===== src/rtl/event_frame_tx.sv =====
// Serializes a LENGTH-bit word onto LINES serial lines. Each line carries a start bit,
// W data bits sent MSB first and an even-parity bit, followed by a GAP-cycle idle gap.
module event_frame_tx #(
    parameter int LENGTH = 128,
    parameter int LINES  = 3,
    parameter int GAP    = 2
) (
    input  logic              clk,
    input  logic              rst,
    input  logic              valid,
    output logic              ready,
    input  logic [LENGTH-1:0] data_in,
    output logic [LINES-1:0]  d,
    output logic              idle,
    output logic [31:0]       frames_sent
);

    localparam int W    = (LENGTH + LINES - 1) / LINES;
    localparam int CMAX = (W > GAP) ? W : GAP;
    localparam int CW   = $clog2(CMAX + 1);

    localparam logic [2:0] S_IDLE   = 3'd0;
    localparam logic [2:0] S_START  = 3'd1;
    localparam logic [2:0] S_DATA   = 3'd2;
    localparam logic [2:0] S_PARITY = 3'd3;
    localparam logic [2:0] S_GAP    = 3'd4;

    logic [2:0]         r_state;
    logic [W-1:0]       r_sh [LINES];
    logic [LINES-1:0]   r_par;
    logic [CW-1:0]      r_cnt;
    logic [LINES-1:0]   r_d;
    logic [31:0]        r_frames;

    logic [LINES*W-1:0] w_pad;
    logic [LINES-1:0]   w_par;
    logic [LINES-1:0]   w_msb;

    // Parity is taken from the padded word at accept so no running accumulator is needed.
    always_comb begin
        w_pad = '0;
        w_pad[LENGTH-1:0] = data_in;
        for (int unsigned j = 0; j < LINES; j++) begin
            w_par[j] = ^w_pad[j*W +: W];
            w_msb[j] = r_sh[j][W-1];
        end
    end

    always_ff @(posedge clk or negedge rst) begin
        if (!rst) begin
            r_state  <= S_IDLE;
            r_par    <= '0;
            r_cnt    <= '0;
            r_d      <= '0;
            r_frames <= '0;
            for (int unsigned j = 0; j < LINES; j++) begin
                r_sh[j] <= '0;
            end
        end else begin
            case (r_state)
                S_IDLE: begin
                    r_d <= '0;
                    if (valid) begin
                        for (int unsigned j = 0; j < LINES; j++) begin
                            r_sh[j] <= w_pad[j*W +: W];
                        end
                        r_par   <= w_par;
                        r_d     <= '1;
                        r_state <= S_START;
                    end
                end
                S_START: begin
                    r_d <= w_msb;
                    for (int unsigned j = 0; j < LINES; j++) begin
                        r_sh[j] <= {r_sh[j][W-2:0], 1'b0};
                    end
                    r_cnt   <= CW'(1);
                    r_state <= S_DATA;
                end
                S_DATA: begin
                    // r_cnt holds the number of data bits already placed on d.
                    if (r_cnt == CW'(W)) begin
                        r_d     <= r_par;
                        r_state <= S_PARITY;
                    end else begin
                        r_d <= w_msb;
                        for (int unsigned j = 0; j < LINES; j++) begin
                            r_sh[j] <= {r_sh[j][W-2:0], 1'b0};
                        end
                        r_cnt <= r_cnt + CW'(1);
                    end
                end
                S_PARITY: begin
                    r_d      <= '0;
                    r_frames <= r_frames + 32'd1;
                    if (GAP > 1) begin
                        r_cnt   <= CW'(1);
                        r_state <= S_GAP;
                    end else begin
                        r_state <= S_IDLE;
                    end
                end
                S_GAP: begin
                    r_d <= '0;
                    if (r_cnt >= CW'(GAP - 1)) begin
                        r_state <= S_IDLE;
                    end else begin
                        r_cnt <= r_cnt + CW'(1);
                    end
                end
                default: begin
                    r_d     <= '0;
                    r_state <= S_IDLE;
                end
            endcase
        end
    end

    assign ready       = (r_state == S_IDLE);
    assign idle        = (r_state == S_IDLE);
    assign d           = r_d;
    assign frames_sent = r_frames;

endmodule

===== config.mk =====
export PLATFORM = sky130hd
export DESIGN_NAME = event_frame_tx
export DESIGN_NICKNAME = d
export VERILOG_FILES = /design/src/rtl/event_frame_tx.sv
export SDC_FILE = /design/constraint.sdc
export NUM_CORES = 1
export LEC_CHECK = 0
export CAP_MARGIN = 20
export CORE_MARGIN = 2
export CORE_UTILIZATION = 57
export DETAILED_ROUTE_END_ITERATION = 10
export MAX_ROUTING_LAYER = met4
export PLACE_DENSITY = 0.95
export SYNTH_ARGS = -nofsm -noshare
export SYNTH_HDL_FRONTEND = slang
export SYNTH_SLANG_ARGS = --single-unit

===== constraint.sdc =====
create_clock -name clk -period 4.8 [get_ports clk]
set_input_delay 0.72 -clock clk [delete_from_list [all_inputs] [get_ports clk]]
set_output_delay 0.72 -clock clk [all_outputs]
set_load 0.02 [all_outputs]

==> run metrics <==
worst hold path class input pin to async pin; P per Cell Area 366 mW/mm²; largest net degree at the start of global routing 100; hold slack 0.393 ns; Required @ worst endpoint 5.15 ns; vias per cell 5.48; initial core utilization 58.1%; CTS tree yes; CTS Root Cell clkbuf_16; fin crit period 3.01 ns; clk sinks 176; slew at the pin closest to its max-slew limit 1.11 ns; Row Count 46; post-cts resize count 0; mapped cell area 0.00916 mm²; Worst Skew 0.00738 ns; Core Region 0.0158 mm²; dpl hpwl 14,300 µm; CTS Hold Bufs 0; Finished Layout Cells 1,265; Post-CTS Setup Bufs 0; Post-synth top flop dfrtp_1; status finished, final reports clean; setup TNS 0 ns; first-pass GRT wire length 33,600 µm; sequential share of the synthesized area 48.1%; final hold vios 0; Period Utilization, post-route 62.7%; vias 6,938; drc violations 0; # IOs 168; Placed Instances 1,232; layout cells sized above 1 4.29%; Cell variety after synth 44; number of synthesized flops with an enable pin 0; GRT Overall Usage 25.9%; ys async rst share 100%; port bufs 167; antenna-violating nets left 0; Routed WL per cell 16.4 µm; commonest non-fill, non-tap cell in the layout dfrtp_1; vias in the first global route 6,941; Crit Path Class register to register; Die H 131 µm; clock latency on the worst-skew pair 0.43 ns; Worst setup SP type register; Max Buffers Root-to-Sink 2; highest clock rate 332 MHz; MaxCap Viol Count 0; nets 1,170; RSZ-0062 raised after global routing false; DRT Wirelength 20,700 µm; commonest cells after routing, fill and taps aside 176 x dfrtp_1, 166 x clkdlybuf4s50_1, 140 x nor2_1; H-tree depth 4; total congestion overflow 0; Cells after Synth 887; routability cong. 0.828; 1st-iter DRT viols 449; Pins Over Slew Limit 0; P_leak 0.00475 µW; Worst Setup End Kind register; DIE AREA 0.0171 mm²; register bit total from synthesis 176; syn avg cell area 10.3 µm²; worst-path fanout max 56; Layout area overhead 26.4%; initial antenna violation count 1; total CTS buffers 17; Critical Path AT 3.36 ns; die width 131 µm; Synth warnings 0; Peak supply drop 0.293 mV; Syn Nets 1,022; Clock Pin Slew Worst Setup and Hold Paths 0.06 ns; Initial DRT Pass Iterations 5; final setup vio count 0; Slew headroom 25.8%
worst max-delay path: stages (launching register included):
cell and delay [ns]:
dfrtp_1 0.45, ha_1 0.32, a41oi_2 0.39, nand2b_1 0.19
a21oi_4 0.75, buf_4 0.57, nor2_1 0.08, a21oi_1 0.15
cell families after synthesis:
group           Yosys count  synth area share [%]
xor+xnor                157                  15.5
compound gates          153                  9.01
fa+ha+maj                 4                 0.546
flops                   176                  48.1
mux                     127                  13.9
simple gates            211                  10.1
buf+inv                  59                  2.92
final timing paths:
| path | start | end | slack [ns] | depth (start not counted) |
|---|---|---|---|---|
| setup / recovery | r_cnt[0] | r_sh[75] | 1.79 | 7 |
| hold / removal | rst | frames_sent[5] | 0.39 | 1 |
| setup reg to reg | r_cnt[0] | r_sh[75] | 1.79 | 7 |
| hold reg to reg | frames_sent[31] | frames_sent[31] | 0.47 | 1 |
| max in group asynchronous | rst | r_sh[81] | 3.33 | 2 |
| min in group clk | frames_sent[31] | frames_sent[31] | 0.47 | 1 |
final cells by class:
type,count,area [µm²]
Multi-Input combinational cell,652,4510
Sequential cell,176,4400
Fill cell,1094,4190
Timing Repair Buffer,174,1750
Clock buffer,26,479
Tap cell,216,270
Clock inverter,6,105
Inverter,14,52.6
Antenna cell,1,2.50
Yosys cell counts, types with 2 or more instances:
cell / instances / share of area [%]
and4_1: 3 / 0.29
nand4_1: 10 / 0.68
a221o_1: 3 / 0.33
xnor2_1: 132 / 13
nand3b_1: 3 / 0.25
mux2i_1: 126 / 14
nor2_1: 140 / 5.7
inv_1: 13 / 0.53
dfrtp_1: 176 / 48
a21oi_1: 131 / 7.2
and2_1: 3 / 0.20
xnor3_1: 3 / 0.74
buf_2: 33 / 1.8
nand3_1: 14 / 0.76
o21ai_0: 10 / 0.55
nor4_1: 2 / 0.14
nand2_1: 21 / 0.86
buf_1: 3 / 0.12
xor2_1: 22 / 2.1
clkbuf_1: 7 / 0.29
nor3_1: 6 / 0.33
ha_1: 4 / 0.55
state kept, by name, indices dropped and copies added (netlist names):
| register | cells |
|---|---|
| r_sh | 129 |
| frames_sent | 32 |
| r_cnt | 6 |
| d | 3 |
| r_par | 3 |
| r_state | 3 |
power breakdown:
part	switching [µW]	internal, µW
logic	514	546
clock network	556	845
registers	107	1670
metrics by stage:
stage	power (µW)	cell area [µm²]	util [%]	setup slack (ns)
floorplan	2510	9160	-	2.59
global placement	2800	11000	69.7	1.87
detailed placement	2850	11000	69.7	1.78
CTS	4250	11600	73.4	1.83
global route	4430	11600	73.4	1.55
finish	4230	11600	73.4	1.79
per-layer routing:
metal,GRT usage [%],vias up,part of all wire [%]
li1,-,3328,-
met4,10.0,0,2.5
met2,43.7,215,51
met3,4.19,46,4.6
met5,-,-,0
met1,31.5,3349,42
(Power assumes the default switching activity.)
